## config.mk

```make
export PLATFORM = sky130hd
export DESIGN_NAME = srv_icb_arb2
export DESIGN_NICKNAME = d
export VERILOG_FILES = /design/src/rtl/srv_icb_arb2.sv
export SDC_FILE = /design/constraint.sdc
export NUM_CORES = 1
export LEC_CHECK = 0
export ABC_AREA = 1
export CAP_MARGIN = 10
export CORE_AREA = 2 2 125 127
export DETAILED_ROUTE_END_ITERATION = 8
export DIE_AREA = 0 0 127 129
export HOLD_SLACK_MARGIN = 0.12
export PLACE_DENSITY = 0.65
export SYNTH_ARGS = -nofsm -noshare
export SYNTH_HDL_FRONTEND = slang
export SYNTH_SLANG_ARGS = --single-unit
```

## constraint.sdc

```tcl
create_clock -name clk -period 1.68 [get_ports clk]
set_input_delay 0.336 -clock clk [delete_from_list [all_inputs] [get_ports clk]]
set_output_delay 0.336 -clock clk [all_outputs]
set_load 0.02 [all_outputs]
```

## src/rtl/srv_icb_arb2.sv

```systemverilog
// Two-master to one-slave ICB arbiter.
// Command arbitration is round-robin and adds no latency. A FIFO of grant IDs
// sends each slave response back to the master that issued the command.
module srv_icb_arb2 #(
  parameter int G_W_ADDR = 32,
  parameter int G_W_DATA = 32,
  parameter int G_OUTS   = 2
) (
  input  logic                  clk,
  input  logic                  reset,
  // master 0
  input  logic                  m0_cmd_valid,
  output logic                  m0_cmd_ready,
  input  logic [G_W_ADDR-1:0]   m0_cmd_addr,
  input  logic                  m0_cmd_read,
  input  logic [G_W_DATA-1:0]   m0_cmd_wdata,
  input  logic [G_W_DATA/8-1:0] m0_cmd_wmask,
  output logic                  m0_resp_valid,
  input  logic                  m0_resp_ready,
  output logic [G_W_DATA-1:0]   m0_resp_rdata,
  output logic                  m0_resp_err,
  // master 1
  input  logic                  m1_cmd_valid,
  output logic                  m1_cmd_ready,
  input  logic [G_W_ADDR-1:0]   m1_cmd_addr,
  input  logic                  m1_cmd_read,
  input  logic [G_W_DATA-1:0]   m1_cmd_wdata,
  input  logic [G_W_DATA/8-1:0] m1_cmd_wmask,
  output logic                  m1_resp_valid,
  input  logic                  m1_resp_ready,
  output logic [G_W_DATA-1:0]   m1_resp_rdata,
  output logic                  m1_resp_err,
  // shared slave
  output logic                  s_cmd_valid,
  input  logic                  s_cmd_ready,
  output logic [G_W_ADDR-1:0]   s_cmd_addr,
  output logic                  s_cmd_read,
  output logic [G_W_DATA-1:0]   s_cmd_wdata,
  output logic [G_W_DATA/8-1:0] s_cmd_wmask,
  input  logic                  s_resp_valid,
  output logic                  s_resp_ready,
  input  logic [G_W_DATA-1:0]   s_resp_rdata,
  input  logic                  s_resp_err
);

  localparam int W_CNT = $clog2(G_OUTS + 1);
  localparam int W_PTR = (G_OUTS > 1) ? $clog2(G_OUTS) : 1;
  localparam int DEPTH = 1 << W_PTR;

  logic             prio_q, prio_d;
  logic             lock_q, lock_d;
  logic             lock_id_q, lock_id_d;
  logic [W_CNT-1:0] cnt_q, cnt_d;
  logic [W_PTR-1:0] rd_ptr_q, rd_ptr_d;
  logic [W_PTR-1:0] wr_ptr_q, wr_ptr_d;
  logic [DEPTH-1:0] id_mem_q, id_mem_d;

  logic grant, full, empty, head, cmd_hs, resp_hs;

  function automatic logic [W_PTR-1:0] ptr_inc(input logic [W_PTR-1:0] p);
    return (p == W_PTR'(G_OUTS - 1)) ? '0 : p + 1'b1;
  endfunction

  assign full  = (cnt_q == W_CNT'(G_OUTS));
  assign empty = (cnt_q == '0);
  assign head  = id_mem_q[rd_ptr_q];

  // Grant selection: a held lock wins, then a lone requester, then round-robin priority.
  always_comb begin
    if (lock_q)                            grant = lock_id_q;
    else if (m0_cmd_valid && !m1_cmd_valid) grant = 1'b0;
    else if (m1_cmd_valid && !m0_cmd_valid) grant = 1'b1;
    else                                   grant = prio_q;
  end

  // Command path: mux the granted master onto the slave; a full FIFO blocks everything.
  always_comb begin
    s_cmd_valid  = (grant ? m1_cmd_valid : m0_cmd_valid) & ~full;
    s_cmd_addr   = grant ? m1_cmd_addr  : m0_cmd_addr;
    s_cmd_read   = grant ? m1_cmd_read  : m0_cmd_read;
    s_cmd_wdata  = grant ? m1_cmd_wdata : m0_cmd_wdata;
    s_cmd_wmask  = grant ? m1_cmd_wmask : m0_cmd_wmask;
    m0_cmd_ready = ~grant & s_cmd_ready & ~full;
    m1_cmd_ready =  grant & s_cmd_ready & ~full;
    cmd_hs       = s_cmd_valid & s_cmd_ready;
  end

  // Response path: route to the master at the FIFO head; responses into an empty FIFO are dropped.
  always_comb begin
    m0_resp_valid = s_resp_valid & ~empty & ~head;
    m1_resp_valid = s_resp_valid & ~empty &  head;
    s_resp_ready  = (head ? m1_resp_ready : m0_resp_ready) & ~empty;
    m0_resp_rdata = s_resp_rdata;
    m1_resp_rdata = s_resp_rdata;
    m0_resp_err   = s_resp_err;
    m1_resp_err   = s_resp_err;
    resp_hs       = s_resp_valid & s_resp_ready;
  end

  // Next state for priority, lock and the grant-ID FIFO.
  always_comb begin
    // NOTE: every variable gets a default first so no path leaves one unassigned (no latch).
    prio_d    = prio_q;
    lock_d    = lock_q;
    lock_id_d = lock_id_q;
    cnt_d     = cnt_q;
    rd_ptr_d  = rd_ptr_q;
    wr_ptr_d  = wr_ptr_q;
    id_mem_d  = id_mem_q;

    if (cmd_hs) begin
      prio_d             = ~grant;
      lock_d             = 1'b0;
      wr_ptr_d           = ptr_inc(wr_ptr_q);
      id_mem_d[wr_ptr_q] = grant;
    end else if (s_cmd_valid && !s_cmd_ready) begin
      // Hold the grant until the slave takes the command it is already seeing.
      lock_d    = 1'b1;
      lock_id_d = grant;
    end

    if (resp_hs) rd_ptr_d = ptr_inc(rd_ptr_q);

    case ({cmd_hs, resp_hs})
      2'b10:   cnt_d = cnt_q + 1'b1;
      2'b01:   cnt_d = cnt_q - 1'b1;
      default: cnt_d = cnt_q;
    endcase
  end

  // Control state registers.
  always_ff @(posedge clk or posedge reset) begin
    // NOTE: sequential state uses non-blocking assignments so all flops update together.
    if (reset) begin
      prio_q    <= 1'b0;
      lock_q    <= 1'b0;
      lock_id_q <= 1'b0;
      cnt_q     <= '0;
      rd_ptr_q  <= '0;
      wr_ptr_q  <= '0;
    end else begin
      prio_q    <= prio_d;
      lock_q    <= lock_d;
      lock_id_q <= lock_id_d;
      cnt_q     <= cnt_d;
      rd_ptr_q  <= rd_ptr_d;
      wr_ptr_q  <= wr_ptr_d;
    end
  end

  // Grant-ID storage.
  always_ff @(posedge clk) begin
    // NOTE: storage is not reset; cnt_q==0 marks every entry invalid.
    id_mem_q <= id_mem_d;
  end

endmodule

```

# == Yosys cells after proc, flatten, opt, wreduce, memory -nomap -nowiden ==
# Cells that the tools add are included.
# classes
addsub,4
multipliers,0
div,0
magnitude_cmp,3
n_eq_ne,3
shifts,0
n_mux,19
n_bitwise,16
reduce_logical,11
# ops
op,count
32-bit 2-to-1 mux,2
1-bit 2-to-1 mux,13
1-bit bitwise AND,11
1-bit inverter,5
"2-bit == test, second input constant",2
1-bit logical AND,4
"1-bit by 2-bit < comparator with 1-bit output, second input constant",2
4-bit 2-to-1 mux,1
2-bit case mux with 2 select lines,1
2-bit nonzero test,2
1-bit zero test,3
"1-bit adder, second input constant",2
"2-bit by 1-bit adder with 2-bit output, second input constant",1
2-bit bitwise mux,1
"2-bit by 1-bit == test with 1-bit output, second input constant",1
2-bit zero test,1
2-bit AND reduction,1
"2-bit by 1-bit subtractor with 2-bit output, second input constant",1
1-bit demux with 1-bit select,1
"1-bit greater-or-equal comparator, second input constant",1
# totals
register_bits,9
latch_bits,0
mem_bits_rw,0
rom_bits,0
input_bits,179
out_inout_bits,141
elab_cells,63
memories,0

# == Depth between registers and ports, before layout ==
# depth
ltp_word,10
ltp_mapped,11

# == Least setup slack after synthesis ==
# Ideal clock, no wire load.
# synth_path
path_type,reg2reg
start,register cnt_q[0]
end,register cnt_q[1]
t_arrival_ns,1.517
required_time_ns,1.549
path_slack_ns,0.032
stages_incl_launch_ff,8
period_less_slack_ns,1.648
path_cell_list,dfrtp_1 nor2_1 inv_1 nand4_1 ha_1 a21oi_1 o21ai_0 xor2_1
# synth_between
elab_chain_cells,6
word_cells_on_any_way,14
# synth_rtl
item,line,text
start: declaration,53,"logic [W_CNT-1:0] cnt_q, cnt_d;"
start signal: assignment,145,cnt_q <= cnt_d;
2-bit == test / 2-bit zero test (equally long branches),"64, 65",
1-bit inverter (on tied branches),"78, 92",
1-bit bitwise AND (on tied branches),"78, 92",
1-bit bitwise AND (on tied branches),"85, 97",
2-bit by 1-bit == test with 1-bit output / 2-bit == test (equally long branches),124,"case ({cmd_hs, resp_hs})"
2-bit case mux with 2 select lines / 2-bit nonzero test (equally long branches),n/a,
# Parallel ways exist; a longest one is shown, timed or not.
# A chain may end at the register's enable or synchronous reset.

# == Worst setup path after layout ==
# layout_path
start,register prio_q
end,register cnt_q[0]
# layout_between
elab_chain_cells,8
word_cells_on_any_way,10
# layout_rtl
item,line,text
start: declaration,50,"logic prio_q, prio_d;"
start signal: assignment,142,prio_q <= prio_d;
1-bit 2-to-1 mux (*),72,else if (m1_cmd_valid && !m0_cmd_valid) grant = 1'b1;
1-bit 2-to-1 mux (*),71,else if (m0_cmd_valid && !m1_cmd_valid) grant = 1'b0;
1-bit 2-to-1 mux (*),70,if (lock_q) grant = lock_id_q;
1-bit 2-to-1 mux (*),78,s_cmd_valid = (grant ? m1_cmd_valid : m0_cmd_valid) & ~full;
1-bit bitwise AND (*),78,
1-bit bitwise AND (*),85,cmd_hs = s_cmd_valid & s_cmd_ready;
2-bit by 1-bit == test with 1-bit output / 2-bit == test (equally long branches),124,
2-bit case mux with 2 select lines / 2-bit nonzero test (equally long branches),n/a,
# Every way passes the cells marked *; elsewhere a longest branch is shown, timed or not.

==> results.md <==
* Final WS setup at -335 ps
* Seq/Total Area, Yosys at 12.1%
* Tightest Pin Transition at 289 ps
* NumNets Final at between 700 and 800
* Number of I/O pins at between 300 and 400
* Failing checks: setup timing
* Clock sinks at 9
* HP Class: primary input to async pin
* Slowest Stage Delay on Critical Path at around 380 ps
* DR iter-0 viols at 41
* Wire per inst at around 15 microns
* RSZ-0062 raised after global routing: true
* CTS tree: done
* Floorplan Core Area at 15000 sq um
* Multi-input gate area at 1330 sq um
* Post-route cell area at 5210 sq um
* Full die area at 16400 sq um
* Pin count of the biggest net entering global routing at 20
* CP endpoint kind: flip-flop
* CTS buffer count at 3
* Syn Std Cell Area at 1940 sq um
* Fin. Hold Viols at 0
* Syn_area_per_cell at roughly 5.4 sq um
* Global-route wire length before repair at 14.6 mm
* Fin Setup TNS at -20290 ps
* CP Data Required Time at 1790 ps
* Inst Count DP at 713
* Worst path slowest cell: dfrtp_1
* Power density over the cells at roughly 1900 nW/um^2
* Clock Pin Slew Worst Setup and Hold Paths at approximately 40 ps
* Worst Clk Skew at 0.811 ps
* Finished Layout Cells at 767
* Initial antenna violation count at 0
* Crit path max fanout at 6
* Worst vdd ir at 0.574 mV
* Number of max-cap violations at 0
* DPL Wire Length at 6.72 mm
* Hold_ws at 343 ps
* Ys Warns at 0
* Total global-route track usage at around an eighth
* Design Power at 9.79 mW
* Slew HR at 80.7%
* First-pass DRT Iterations at 4
* Syn-to-layout area delta at 168%
* Outcome: complete, but fails checks
* Clk Latency, worst-skew pair at between 200 and 250 ps
* Register area at 235 sq um
* Die height at ~130 microns
* Most common cell after layout, fill and taps aside: nand2_1
* Synth Instances at 361
* Arr. time, crit path at 2130 ps
* Final WL at 11.2 mm
* Std-Cell Rows at 45
* Initial Utilization at between 10 and 15%
* Dpl cell area at 4010 sq um
* Final period util at 120%
* P_leak at around 2.6 nW
* H-Tree Depth at 1
* Post-DRT Antenna Nets at 0
* Gr ovfl total at 0
* Placer Congestion at 0.751
* Fraction of layout cells with a size suffix above 1 at 41.3%
* IO Port Bufs at 220
* Die W at 127 microns
* Synthesized Nets at 541
* Root Buffer: clkbuf_16
* DRC violations left at 0
* Core Util, Final at a little over a third
* WS Path Type: flip-flop to flip-flop
* CTS max path bufs at 2
* Via Count at 2930
* Dpl ws at -916 ps
* Tmin final at 2010 ps
* Most used cell, CP: nand2_2
* Fill count at between 1500 and 2000
* Netlist cell types at 22
* Post-synthesis register bit count at 9
* Crit path launch type: flip-flop
* Most frequent cells in the layout: 156 x nand2_1, 143 x clkdlybuf4s50_1, 90 x buf_6
* # setup viols final at 78
* Via density at 3.82
* Critical Path, Cell by Cell: inv_2 > nand2_2 > nand2_2 > nand2_4 > buf_12 > buf_12 > buf_6 > nand2_2 > nand4_1 > ha_4 > buf_4 > buf_6 > xnor2_1
* Antenna cells at 0
* Max Fclk at 496 MHz
* Final Max Slew Viols at 0
* Vias in the first global route at 2905
-- layout make-up --
type                    instances  share of cell area (%)
flip-flops and latches          9                    4.52
repair buffers                295                    62.4
multi-input cells             253                    25.6
clock buffers                   4                    1.51
inverters                      18                    1.44
well taps                     188                    4.52
-- final timing paths --
check | from | end | slack, ps | depth (start not counted)
max | prio_q$_DFFE_PP0P_ | cnt_q[0]$_DFFE_PP0P_ | -330 | 13
min | reset | lock_q$_DFFE_PP0P_ | 340 | 2
max reg2reg | prio_q$_DFFE_PP0P_ | cnt_q[0]$_DFFE_PP0P_ | -330 | 13
min reg2reg | lock_id_q$_DFFE_PP0P_ | lock_id_q$_DFFE_PP0P_ | 480 | 2
max in group asynchronous | reset | cnt_q[1]$_DFFE_PP0P_ | 1110 | 2
min in group clk | lock_id_q$_DFFE_PP0P_ | lock_id_q$_DFFE_PP0P_ | 480 | 2
-- state kept, by name (all words and copies together) (netlist names) --
signal	flops
cnt_q	2
id_mem_q	2
lock_id_q	1
lock_q	1
prio_q	1
rd_ptr_q	1
wr_ptr_q	1
-- worst max-delay path: cells and delay by family, from the launching register on --
kind          cells  cell delay (ps)
simple gates      5              420
fa+ha+maj         1              300
buf+inv           6              680
flops             1              380
xor+xnor          1              110
-- kinds of logic after synthesis --
| logic type | Yosys count | synth area share, % |
|---|---|---|
| buf+inv | 99 | 34.7 |
| flops | 9 | 12.1 |
| compound gates | 4 | 1.22 |
| xor+xnor | 3 | 1.35 |
| fa+ha+maj | 1 | 0.644 |
| simple gates | 245 | 50.0 |
-- synth_stat cells (all sizes together) --
| master | instances | share of area [%] |
|---|---|---|
| o21ai | 2 | 0.52 |
| nand4 | 6 | 2.3 |
| nor3 | 2 | 1.0 |
| xor2 | 2 | 0.90 |
| edfxtp | 2 | 3.1 |
| dfrtp | 7 | 9.0 |
| inv | 18 | 3.5 |
| nand3 | 2 | 0.52 |
| nor2 | 6 | 1.2 |
| buf | 80 | 31 |
| xnor2 | 1 | 0.45 |
| clkbuf | 1 | 0.39 |
| ha | 1 | 0.64 |
| nand2 | 229 | 45 |
| a21oi | 2 | 0.71 |
-- per-layer routing --
metal  global-route usage, %  share of wire, %  up-vias
met4                    5.04               3.8        0
met2                    24.0                54      154
li1                        -                 -     1449
met5                       0                 0        -
met1                    10.7                34     1289
met3                    3.12               8.6       38
-- where the power goes --
| part | switching [mW] | internal (mW) |
|---|---|---|
| clock | 0.0994 | 0.317 |
| combinational | 4.25 | 4.73 |
| sequential | 0.0623 | 0.335 |
| total | 4.41 | 5.38 |
-- timing repair --
action                                 in CTS  in global routing
hold buffers                                0                  0
setup endpoints to repair                  81                 82
gates cloned                                9                  3
pin swaps                                  38                 20
resized for setup                         548                 44
endpoints found under the hold margin       0                  0
buffers inserted                           39                  9
Note: power is estimated with default switching activity, not from simulation.
